==> src/rtl/dump_pkg.sv <==
`default_nettype none
// ============================================================================
// Module      : dump_pkg
// Description : Shared types and constants for the state dump sequencer:
//               FSM state encoding, stream item tags and end-marker layout.
// Revision    : 1.0 - initial release
// ============================================================================
package dump_pkg;

    // Sequencer states, explicitly 3 bits wide
    typedef enum logic [2:0] {
        ST_RUN      = 3'd0,
        ST_DUMP_REG = 3'd1,
        ST_DUMP_MEM = 3'd2,
        ST_END      = 3'd3,
        ST_DONE     = 3'd4
    } state_t;

    // Stream field widths
    localparam int TAG_W   = 2;
    localparam int INDEX_W = 16;
    localparam int DATA_W  = 32;

    // Item type tags; 0 is never emitted
    localparam logic [TAG_W-1:0] TAG_REG = 2'd1;
    localparam logic [TAG_W-1:0] TAG_MEM = 2'd2;
    localparam logic [TAG_W-1:0] TAG_END = 2'd3;

    // End-marker field positions
    localparam int END_ZERO_BIT    = 31;
    localparam int END_TIMEOUT_BIT = 30;
    localparam int END_CNT_LSB     = 0;
    localparam int END_CNT_W       = 16;

    // Builds the end-marker payload from the halt cause bits and halt cycle
    function automatic logic [DATA_W-1:0] end_marker(
        input logic                 zero_inst,
        input logic                 timeout,
        input logic [END_CNT_W-1:0] cnt
    );
        logic [DATA_W-1:0] v;
        v                                    = '0;
        v[END_ZERO_BIT]                      = zero_inst;
        v[END_TIMEOUT_BIT]                   = timeout;
        v[END_CNT_LSB +: END_CNT_W]          = cnt;
        return v;
    endfunction

endpackage : dump_pkg
`default_nettype wire

==> src/rtl/stream_out_reg.sv <==
`default_nettype none
// ============================================================================
// Module      : stream_out_reg
// Description : Single-entry valid/ready output register. Holds tag, index
//               and data stable while the consumer stalls; accepts a new item
//               whenever the slot is empty or being drained this cycle.
// Revision    : 1.0 - initial release
// ============================================================================
module stream_out_reg
    import dump_pkg::*;
(
    input  logic               clk,
    input  logic               rst,
    input  logic               i_load,
    input  logic               i_ready,
    input  logic [TAG_W-1:0]   i_tag,
    input  logic [INDEX_W-1:0] i_index,
    input  logic [DATA_W-1:0]  i_data,
    output logic               o_can_load,
    output logic               o_valid,
    output logic [TAG_W-1:0]   o_tag,
    output logic [INDEX_W-1:0] o_index,
    output logic [DATA_W-1:0]  o_data
);

    logic               r_valid;
    logic [TAG_W-1:0]   r_tag;
    logic [INDEX_W-1:0] r_index;
    logic [DATA_W-1:0]  r_data;

    // Slot is free when empty or when the current item is accepted this edge
    assign o_can_load = !r_valid || i_ready;

    // Output register: load a new item, otherwise drop valid once accepted
    always_ff @(posedge clk) begin
        if (rst) begin
            r_valid <= 1'b0;
            r_tag   <= '0;
            r_index <= '0;
            r_data  <= '0;
        end else if (i_load && o_can_load) begin
            r_valid <= 1'b1;
            r_tag   <= i_tag;
            r_index <= i_index;
            r_data  <= i_data;
        end else if (i_ready) begin
            r_valid <= 1'b0;
        end
    end

    assign o_valid = r_valid;
    assign o_tag   = r_tag;
    assign o_index = r_index;
    assign o_data  = r_data;

endmodule : stream_out_reg
`default_nettype wire

==> src/rtl/state_dump_sequencer.sv <==
`default_nettype none
// ============================================================================
// Module      : state_dump_sequencer
// Description : Detects end of program (zero instruction or cycle budget),
//               freezes the machine, then streams the register file, a data
//               memory window and a final end marker over valid/ready.
// Revision    : 1.0 - initial release
// ============================================================================
module state_dump_sequencer
    import dump_pkg::*;
#(
    parameter int unsigned MAX_CYCLES = 64,
    parameter int unsigned NUM_REGS   = 32,
    parameter logic [31:0] MEM_BASE   = 32'h4000,
    parameter int unsigned MEM_COUNT  = 4
)(
    input  logic                clk,
    input  logic                reset,
    input  logic [31:0]         inst,
    output logic                halt_req,
    output logic [4:0]          rf_raddr,
    input  logic [31:0]         rf_rdata,
    output logic [31:0]         mem_raddr,
    input  logic [7:0]          mem_rdata,
    output logic                out_valid,
    input  logic                out_ready,
    output logic [TAG_W-1:0]    out_tag,
    output logic [INDEX_W-1:0]  out_index,
    output logic [DATA_W-1:0]   out_data,
    output logic                done
);

    localparam logic [31:0]        c_max_cycles = 32'(MAX_CYCLES);
    localparam logic [31:0]        c_last_cycle = 32'(MAX_CYCLES - 1);
    localparam logic [INDEX_W-1:0] c_last_reg   = INDEX_W'(NUM_REGS - 1);
    localparam logic [INDEX_W-1:0] c_last_mem   = INDEX_W'(MEM_COUNT - 1);

    state_t             r_state;
    state_t             w_next_state;
    logic [31:0]        r_cycle_cnt;
    logic [INDEX_W-1:0] r_item_cnt;
    logic               r_zero_inst;
    logic               r_timeout;
    logic               r_halt_req;
    logic               r_done;

    logic               w_zero_inst;
    logic               w_timeout;
    logic               w_halt;
    logic               w_load;
    logic               w_can_load;
    logic               w_last_item;
    logic [TAG_W-1:0]   w_tag;
    logic [INDEX_W-1:0] w_index;
    logic [DATA_W-1:0]  w_data;

    assign w_zero_inst = (inst == 32'd0);
    assign w_timeout   = (r_cycle_cnt == c_last_cycle);

    // State register
    always_ff @(posedge clk) begin
        if (reset) begin
            r_state <= ST_RUN;
        end else begin
            r_state <= w_next_state;
        end
    end

    // Next-state, read-port addressing and the item offered to the output slot
    always_comb begin
        w_next_state = r_state;
        w_halt       = 1'b0;
        w_load       = 1'b0;
        w_last_item  = 1'b0;
        w_tag        = '0;
        w_index      = '0;
        w_data       = '0;
        rf_raddr     = '0;
        mem_raddr    = MEM_BASE;
        case (r_state)
            ST_RUN: begin
                w_halt = w_zero_inst || w_timeout;
                if (w_halt) begin
                    w_next_state = ST_DUMP_REG;
                end
            end
            ST_DUMP_REG: begin
                rf_raddr    = r_item_cnt[4:0];
                w_load      = w_can_load;
                w_tag       = TAG_REG;
                w_index     = r_item_cnt;
                w_data      = rf_rdata;
                w_last_item = (r_item_cnt == c_last_reg);
                if (w_load && w_last_item) begin
                    w_next_state = ST_DUMP_MEM;
                end
            end
            ST_DUMP_MEM: begin
                mem_raddr   = MEM_BASE + {16'd0, r_item_cnt};
                w_load      = w_can_load;
                w_tag       = TAG_MEM;
                w_index     = r_item_cnt;
                w_data      = {24'd0, mem_rdata};
                w_last_item = (r_item_cnt == c_last_mem);
                if (w_load && w_last_item) begin
                    w_next_state = ST_END;
                end
            end
            ST_END: begin
                w_load      = w_can_load;
                w_tag       = TAG_END;
                w_index     = '0;
                w_data      = end_marker(r_zero_inst, r_timeout, r_cycle_cnt[15:0]);
                w_last_item = 1'b1;
                if (w_load) begin
                    w_next_state = ST_DONE;
                end
            end
            ST_DONE: begin
                w_next_state = ST_DONE;
            end
            default: begin
                w_next_state = ST_RUN;
            end
        endcase
    end

    // Cycle budget, halt cause capture, item counter and completion flag.
    // The cycle counter stops at detection so the end marker reports that value.
    always_ff @(posedge clk) begin
        if (reset) begin
            r_cycle_cnt <= '0;
            r_item_cnt  <= '0;
            r_zero_inst <= 1'b0;
            r_timeout   <= 1'b0;
            r_halt_req  <= 1'b0;
            r_done      <= 1'b0;
        end else begin
            if ((r_state == ST_RUN) && !w_halt && (r_cycle_cnt != c_max_cycles)) begin
                r_cycle_cnt <= r_cycle_cnt + 32'd1;
            end
            if (w_halt) begin
                r_halt_req  <= 1'b1;
                r_zero_inst <= w_zero_inst;
                r_timeout   <= w_timeout;
            end
            if (w_load) begin
                r_item_cnt <= w_last_item ? '0 : r_item_cnt + INDEX_W'(1);
            end
            if ((r_state == ST_DONE) && out_valid && out_ready) begin
                r_done <= 1'b1;
            end
        end
    end

    assign halt_req = r_halt_req;
    assign done     = r_done;

    stream_out_reg u_stream_out_reg (
        .clk        (clk),
        .rst        (reset),
        .i_load     (w_load),
        .i_ready    (out_ready),
        .i_tag      (w_tag),
        .i_index    (w_index),
        .i_data     (w_data),
        .o_can_load (w_can_load),
        .o_valid    (out_valid),
        .o_tag      (out_tag),
        .o_index    (out_index),
        .o_data     (out_data)
    );

endmodule : state_dump_sequencer
`default_nettype wire
==> config.mk <==
export PLATFORM = sky130hd
export DESIGN_NAME = state_dump_sequencer
export DESIGN_NICKNAME = d
export VERILOG_FILES = /design/src/rtl/dump_pkg.sv /design/src/rtl/stream_out_reg.sv /design/src/rtl/state_dump_sequencer.sv
export SDC_FILE = /design/constraint.sdc
export NUM_CORES = 1
export LEC_CHECK = 0
export BUFFER_PORTS_ARGS = -buffer_cell sky130_fd_sc_hd__buf_2
export CAP_MARGIN = 15
export CORE_ASPECT_RATIO = 0.8
export CORE_MARGIN = 1
export CORE_UTILIZATION = 50
export DETAILED_ROUTE_END_ITERATION = 8
export GPL_TIMING_DRIVEN = 0
export PLACE_DENSITY_LB_ADDON = 0.2
export SLEW_MARGIN = 30
export SYNTH_ARGS = -nofsm -noshare
export SYNTH_HDL_FRONTEND = slang
export SYNTH_HIERARCHICAL = 1
export SYNTH_SLANG_ARGS = --single-unit
==> constraint.sdc <==
create_clock -name clk -period 6.4 [get_ports clk]
set_input_delay 1.28 -clock clk [delete_from_list [all_inputs] [get_ports clk]]
set_output_delay 1.28 -clock clk [all_outputs]
set_load 0.02 [all_outputs]
## After elaboration in Yosys (flattened, before gate mapping)

Index checks and enable logic that the tools add are counted.

- Add/sub/neg operators: 3
- Multiply operators: 0
- Div/mod/pow operators: 0
- Magnitude comparators: 0
- Eq/ne operators: 12
- Shift operators: 0
- Multiplexer cells: 16
- Bitwise gates (word level): 0
- Reduce and logical (&&, ||, !) cells: 17

Operator list:

| operator | number |
|---|---|
| case mux 32 bit (3 select lines) | 1 |
| adder 32 x 1 -> 32 bit (second input constant) | 1 |
| == test 32 x 6 -> 1 bit (second input constant) | 1 |
| zero test 32 bit | 1 |
| two-way mux 16 bit | 2 |
| != test 32 x 7 -> 1 bit (second input constant) | 1 |
| adder 15 x 16 -> 17 bit (first input constant) | 1 |
| two-way mux 17 bit | 1 |
| adder 16 x 1 -> 16 bit (second input constant) | 1 |
| == test 16 x 2 -> 1 bit (second input constant) | 1 |
| == test 16 x 5 -> 1 bit (second input constant) | 1 |
| case mux 3 bit (5 select lines) | 1 |
| two-way mux 3 bit | 4 |
| logical AND 1 bit | 7 |
| == test 3 x 2 -> 1 bit (second input constant) | 2 |
| != test 2 bit (second input constant) | 3 |
| case mux 2 bit (3 select lines) | 1 |
| two-way mux 5 bit | 1 |
| two-way mux 1 bit | 4 |
| AND reduction 4 bit | 1 |
| == test 3 x 1 -> 1 bit (second input constant) | 1 |
| == test 3 bit (second input constant) | 1 |
| zero test 3 bit | 1 |
| case mux 1 bit (3 select lines) | 1 |
| other kinds (6) | 8 |

- Bits in registers: 106
- Bits in latches: 0
- Bits in writable memories: 0
- ROM bits: 0
- Output and inout port bits: 90
- Memories kept: 0

## Depth between registers and ports, before layout

Gate-level depths: netlist (run 1).

- Depth in word-level cells: 6
- Depth in mapped cells: 9
- Mapped depth without buffers: 7

## By module

The synthesis (run 1) kept the hierarchy.

By module, submodules not included:

| module | times used | cells an instance | area an instance (µm²) | seq. area each (µm²) |
|---|---|---|---|---|
| state_dump_sequencer | 1 | 484 | 3742.3 | 1101.1 |
| stream_out_reg | 1 | 232 | 2200.9 | 1021.0 |

## Worst setup path before layout (run 1)

Ideal clock, no wire load.

- Path kind: input-to-reg
- Start point: in out_ready
- End point: reg u_stream_out_reg.r_data[14] (netlist: u_stream_out_reg/o_data[14])
- Arrival time: 2.728 ns
- Required time: 6.268 ns
- Path slack: 3.539 ns
- Stages: 9
- Path through: nand2b_4 buf_6 buf_2 nand2b_1 nor2_1 buf_2 buf_2 a21bo_2 a21oi_1

- Longest elaborated chain between the ends: 3

RTL lines:

| what | line | source |
|---|---|---|
| from (decl) | state_dump_sequencer.sv:26 | `input logic out_ready,` |
| logical OR 1 bit | stream_out_reg.sv:32 | `assign o_can_load = !r_valid \|\| i_ready;` |
| named net w_can_load | state_dump_sequencer.sv:51 | `logic w_can_load;` |
| two-way mux 1 bit | state_dump_sequencer.sv:80 | `case (r_state)` |
| named net w_load | state_dump_sequencer.sv:50 | `logic w_load;` |
| logical AND 1 bit | stream_out_reg.sv:41 | `end else if (i_load && o_can_load) begin` |
| to (signal assigned) | stream_out_reg.sv:45 | `r_data <= i_data;` |
| to (decl) | stream_out_reg.sv:29 | `logic [DATA_W-1:0] r_data;` |

The timed path passes the listed nets, and every way through them passes these cells.
A chain may end at the register's enable or synchronous reset.

## Worst setup path in the final report (run 1)

- Start point: reg r_state[1]
- End point: out mem_raddr[9]

- Longest elaborated chain between the ends: 2

RTL lines:

| what | line | source |
|---|---|---|
| from (decl) | state_dump_sequencer.sv:38 | `state_t r_state;` |
| from (signal assigned) | state_dump_sequencer.sv:65 | `r_state <= w_next_state;` |
| == test 3 x 2 -> 1 bit | state_dump_sequencer.sv:80 |  |
| two-way mux 17 bit | state_dump_sequencer.sv:80 |  |
| to (decl) | state_dump_sequencer.sv:23 | `output logic [31:0] mem_raddr,` |

Every way passes these cells.

==> results of run 1 <==
worst paths after layout:
| check | slack (ps) | from | cells after the start | end |
|---|---|---|---|---|
| min | 460 | halt_req | 2 | halt_req |
| min reg2reg | 460 | halt_req | 2 | halt_req |
| max reg2reg | 3850 | r_cycle_cnt[6] | 6 | r_cycle_cnt[28] |
| max | 2520 | r_state[1] | 6 | mem_raddr[9] |
critical path, cell delays in order (launching register included):
cell and delay (ps):
dfxtp_1 360, clkbuf_1 480, nor2b_1 230, nor2b_1 530
clkbuf_1 310, and2_1 170, buf_2 160
sequential cells by signal, indices dropped and copies added (netlist names), 2 cells and up:
register	flops
r_cycle_cnt	32
u_stream_out_reg/o_data	32
r_item_cnt	16
u_stream_out_reg/o_index	16
r_state	3
u_stream_out_reg/o_tag	2
power by group:
part	internal, mW	switching, mW	total (mW)
Combinational	0.0303	0.0351	0.0654
Clock	0.280	0.254	0.533
Sequential	0.661	0.00229	0.663
cell type report:
class | instances | area, sq um | area share
multi-input cells | 539 | 3430 | 0.476
flip-flops and latches | 106 | 2120 | 0.294
repair buffers | 148 | 741 | 0.103
plain buffers | 69 | 380 | 0.0528
clock buffers | 10 | 239 | 0.0331
well taps | 148 | 185 | 0.0257
inverters | 16 | 60.1 | 0.00833
clock inverters | 6 | 48.8 | 0.00677
kinds of logic (layout without fill, tap and decap cells):
family          count (synthesis)  in the layout  share of synthesized area
flops                         106            106                      0.357
simple gates                  298            298                      0.279
buf+inv                        85            249                     0.0741
compound gates                183            183                      0.216
xor+xnor                       17             17                     0.0251
mux                            21             21                     0.0377
fa+ha+maj                       5              5                     0.0105
other cells                     1             15                   0.000631
layer usage:
| layer | vias to the layer above | share of wire | track usage | wire length (microns) |
|---|---|---|---|---|
| met5 | - | 0 | 0 | 0 |
| met4 | 0 | 0.012 | 0.0705 | 209 |
| met3 | 17 | 0.074 | 0.0459 | 1260 |
| met2 | 272 | 0.45 | 0.431 | 7600 |
| met1 | 2874 | 0.46 | 0.400 | 7860 |
| li1 | 2918 | - | - | - |
metrics by stage:
step	instance area (sq um)	total power [mW]	std cells	worst slack [ps]	util
floorplan	6000	0.712	730	3540	-
global route	7210	1.30	1042	2320	0.624
global placement	6920	0.741	1026	3010	0.599
detailed placement	6920	0.743	1026	2940	0.599
finish	7210	1.26	1042	2520	0.624
CTS	7210	1.27	1042	2540	0.624
Yosys cell counts (11+ instances only):
cell type / number / area share
nand4_1: 11 / 0.012
a21bo_1: 28 / 0.047
or4_1: 21 / 0.027
nor4_1: 20 / 0.021
and2_1: 45 / 0.047
mux2_2: 11 / 0.021
clkbuf_1: 22 / 0.014
dfxtp_1: 106 / 0.36
a21oi_1: 84 / 0.071
o31ai_1: 20 / 0.025
nand2_1: 24 / 0.015
nand3_1: 69 / 0.058
nor2_1: 52 / 0.033
buf_2: 22 / 0.019
nor3_1: 11 / 0.0093
a21bo_2: 22 / 0.037
inv_1: 16 / 0.010
buf_4: 15 / 0.019
==> metrics.txt, run 1 <==
syn avg cell area=slightly above 8 sq um; Top FF cell, synth=dfxtp_1; Setup TNS=0 ps; most common cell after layout, fill and taps aside=buf_2; vias in the first global route=5418; Tmin final=3880 ps; Max FO, Critical Path=10; via count=6081; f_max=258 MHz; RSZ-0062 raised after global routing=false; first-pass GRT wire length=around 27000 microns; endpoints failing setup=0; Avg Vias per Cell=5.84; row count=35; TritonCTS clock tree=yes; htree depth=3; Clock Latency Late Sink=340 ps; DR pass1 iterations=5; initial antenna violation count=0; Syn-to-layout area delta=21.3%; routed wire length per instance=16.2 microns; Yosys reg bits=106; Least-Margin Pin Slew=730 ps; Post-Syn Area=between 5000 and 6000 sq um; IO Port Bufs=148; status=complete, no violations; PwrDens=roughly 170 nW/um^2; unique cell type count in the Yosys netlist=51; die area=12300 sq um; register area share after synthesis=0.357; Slew Viols, Final=0; Worst EP required=5120 ps; CTS-repair resized insts=0; Tcrit/Tclk final=0.606; CP Launch Type=flip-flop; hold_ws=roughly 460 ps; maximum VDD drop=around 140 uV; hold_buf cts=0; Slew headroom=0.511; Antenna Nets Post-Route=0; Post-synth EDFFs=0; drt drc=0; Final Hold Fails=0; IO Pins=165; clock slew at reported path FFs=approximately 70 ps; Layout fillers=1050; CTS buffer count=9; HPWL Detailed=roughly 13000 microns; synth warn=6; Die Ht=99.5 microns; Post-Route WL=16900 microns; Clock Sinks=roughly 110; clock tree buffer depth=2; initial core utilization=0.514; largest net degree at the start of global routing=19; CP Capture Type=output pin; commonest cells after routing, fill and taps aside=buf_2 (170), dfxtp_1 (106), a21oi_1 (84); max-cap violation count=0; crit path kind=flip-flop to output pin; CTS root buffer=clkbuf_16; Max Clock Skew=4.63 ps; ys async rst share=0; worst hold path type=flip-flop to flip-flop; ant diodes=0; area of the core=11600 sq um; Die Span X=~120 microns; DRT iter0 DRCs=449; GPL Wtd Cong=just over 0.9; post-synthesis cell count=716; fraction of layout cells with a size suffix above 1=0.282; gr ovfl total=0; Leakage=a little under 3 nW; arrival time worst endpoint=2600 ps; post-CTS setup buffer count=0; fin nets=969; Total GRT Usage=0.278
(Power assumes the default switching activity.)
==> run 2: changes to the inputs <==
- ABC_AREA: not set -> 1
- CORE_UTILIZATION: 50 -> 49
- clock period: 6.4 -> 3.3 ns (I/O delays scaled with it)
==> metrics.txt, run 2 <==
worst hold path type=flip-flop to flip-flop; Syn-to-layout area delta=19.6%; CTS buffer count=9; Tmin final=around 2800 ps; fraction of layout cells with a size suffix above 1=0.215; first-pass GRT wire length=around 32000 microns; drt drc=0; Crit-path slowest cell=buf_1; DRT iter0 DRCs=between 600 and 700; CP Capture Type=output pin; post-synthesis cell count=1085; largest net degree at the start of global routing=18; R2R Path Start=r_cycle_cnt[0]; Least-Margin Pin Slew=778 ps; Die Span X=133 microns; Die Ht=106 microns; commonest cells after routing, fill and taps aside=nand2_1 (257), nor2_1 (221), buf_2 (168); Clock Sinks=around 110; Slew Viols, Final=0; most common cell in the netlist=nand2_1; IO Port Bufs=149; arrival time worst endpoint=2190 ps; hold_buf cts=0; Layout fillers=1287; Worst path max stage delay=470 ps; status=complete, no violations; leading area contributor after synthesis=dfxtp_1; Total GRT Usage=0.283; worst hold path depth=2; PwrDens=a little under 800 nW/um^2; clock tree buffer depth=2; Yosys reg bits=approximately 110; area share of fa/ha/maj cells after synthesis=0.00936; maximum VDD drop=slightly above 600 uV; simple-gate portion of the synthesized area=0.406; Worst Setup SP=r_state[2]; GR Layer Usage met1=0.420; pre-CTS WS=828 ps; endpoints failing setup=0; ant diodes=0; GR Util met3=0.0510; RSZ-0062 raised after global routing=false; synth top area cells=dfxtp_1 (32%), nand2_1 (14%), nor2_1 (12%); synth warn=6; unique cell type count in the Yosys netlist=35; Top FF cell, synth=dfxtp_1; die area=14100 sq um; busiest grt layer=met2; Critical Path End=rf_raddr[1]; area of the core=between 10000 and 15000 sq um; f_max=351 MHz; max-cap violation count=0; Leakage=~3.6 nW; vias in the first global route=6208; CP Depth=6; Finished Core Util=0.610; syn avg cell area=about 6.2 sq um; top cell family by delay on the critical path=buffers and inverters; Avg Vias per Cell=~5.1; routed wire length per instance=between 10 and 15 microns; CTS-repair resized insts=0; multiplexer share of the synthesized area=0; clock slew at reported path FFs=70 ps; crit path cell chain=inv_2 > nand3_1 > clkbuf_1 > buf_1 > nor2_1 > buf_2; post-synth top area share=0.317; Slew headroom=0.481; compound-gate portion of the synthesized area=0.110; IO Pins=around 170; htree depth=3; Worst EP required=2640 ps; Reg2Reg Depth=9; Max Clock Skew=6.58 ps; largest family of logic cells by synthesized area=simple AND/OR/NAND/NOR gates; Max FO, Critical Path=10; CTS root buffer=clkbuf_16; hold_ws=roughly 450 ps; commonest cells in the netlist=nand2_1 (257), nor2_1 (221), inv_1 (125); TritonCTS clock tree=yes; most common cell after layout, fill and taps aside=nand2_1; Clock Latency Late Sink=350 ps; ys async rst share=0; via count=7279; fin nets=about 1300; Antenna Nets Post-Route=0; Worst Path Buf+Inv=4; Post-synth EDFFs=0; Post-Route WL=19600 microns; r2r setup slk=1010 ps; row count=37; DR pass1 iterations=6; Post-Syn Area=around 6700 sq um; Final Hold Fails=0; post-CTS setup buffer count=0; CP Launch Type=flip-flop; crit path kind=flip-flop to output pin; worst r2r dst=r_cycle_cnt[10]; Tcrit/Tclk final=0.863; GPL Wtd Cong=roughly 0.95; initial core utilization=0.510; met2 GRT Util=0.427; register area share after synthesis=0.317; setup ws final=452 ps; initial antenna violation count=0; Synth Area in XOR/XNOR=0.0210; HPWL Detailed=15000 microns; Setup TNS=0 ps; gr ovfl total=0
[run 2: cell count changes after synthesis, sizes merged, moves of 20 or more]
| cell | previous run | this run |
|---|---|---|
| nand2 | 24 | 281 |
| nor2 | 53 | 228 |
| or4 | 21 | 0 |
| inv | 16 | 132 |
| o31ai | 20 | 0 |
| nand3 | 71 | 91 |
| a21bo | 50 | 0 |
| and2 | 45 | 0 |
[run 2: layer usage]
metal  vias to the layer above  share of wire
met2                       315           0.41
met4                         0         0.0082
met1                      3241           0.49
met3                        11          0.090
met5                         -              0
li1                       3712              -
[run 2: worst min-delay path by stage]
| stage | end | slack (ps) | start |
|---|---|---|---|
| after floorplan | r_zero_inst | 440 | r_zero_inst |
| after global placement | done | 440 | done |
| after detailed placement | done | 450 | done |
| after CTS | done | 460 | done |
| after global routing | done | 490 | done |
| final | done | 450 | done |
[run 2: worst register-to-register path, stage by stage (launching register included)]
cell and delay (ps):
dfxtp_1 470, ha_1 320, inv_1 140, nor2_8 170, nand2_1 230, nor2_1 410, nand2_1 90, nand2_1 80
nand4_1 140, a21oi_2 170
[run 2: area by class of cell]
cell class                 count  area (sq um)  share of cell area
buffer                        66           410              0.0513
clock buffer                  10           229              0.0286
clock inverter                 6          65.1             0.00814
inverter                     132           495              0.0620
multi-input combinational    795          3710               0.464
sequential                   106          2120               0.265
tap                          175           219              0.0274
timing repair buffer         149           746              0.0933
[run 2: kinds of logic after synthesis]
kind of cell | Yosys count
DFF | 106
buffers and inverters | 198
xor gates and xnor gates | 16
other | 1
AOI/OAI and AO/OA | 127
and+or+nand+nor | 632
adders and majority gates | 5
[run 2: power by group]
group | leakage (nW) | switching [mW] | internal [mW] | total, mW
Clock | 0.143 | 0.511 | 0.593 | 1.10
Sequential | 0.861 | 0.210 | 1.64 | 1.85
Combinational | 2.56 | 2.13 | 1.17 | 3.30
Total | 3.56 | 2.86 | 3.41 | 6.26
[run 2: through the flow]
stage                     cells  cell area, sq um  total power, mW
final                      1439              8000             6.26
after floorplan            1099              6740             4.26
after global placement     1423              7700             5.12
after detailed placement   1423              7700             5.15
after global routing       1439              8000             6.73
after CTS                  1439              8000             6.25
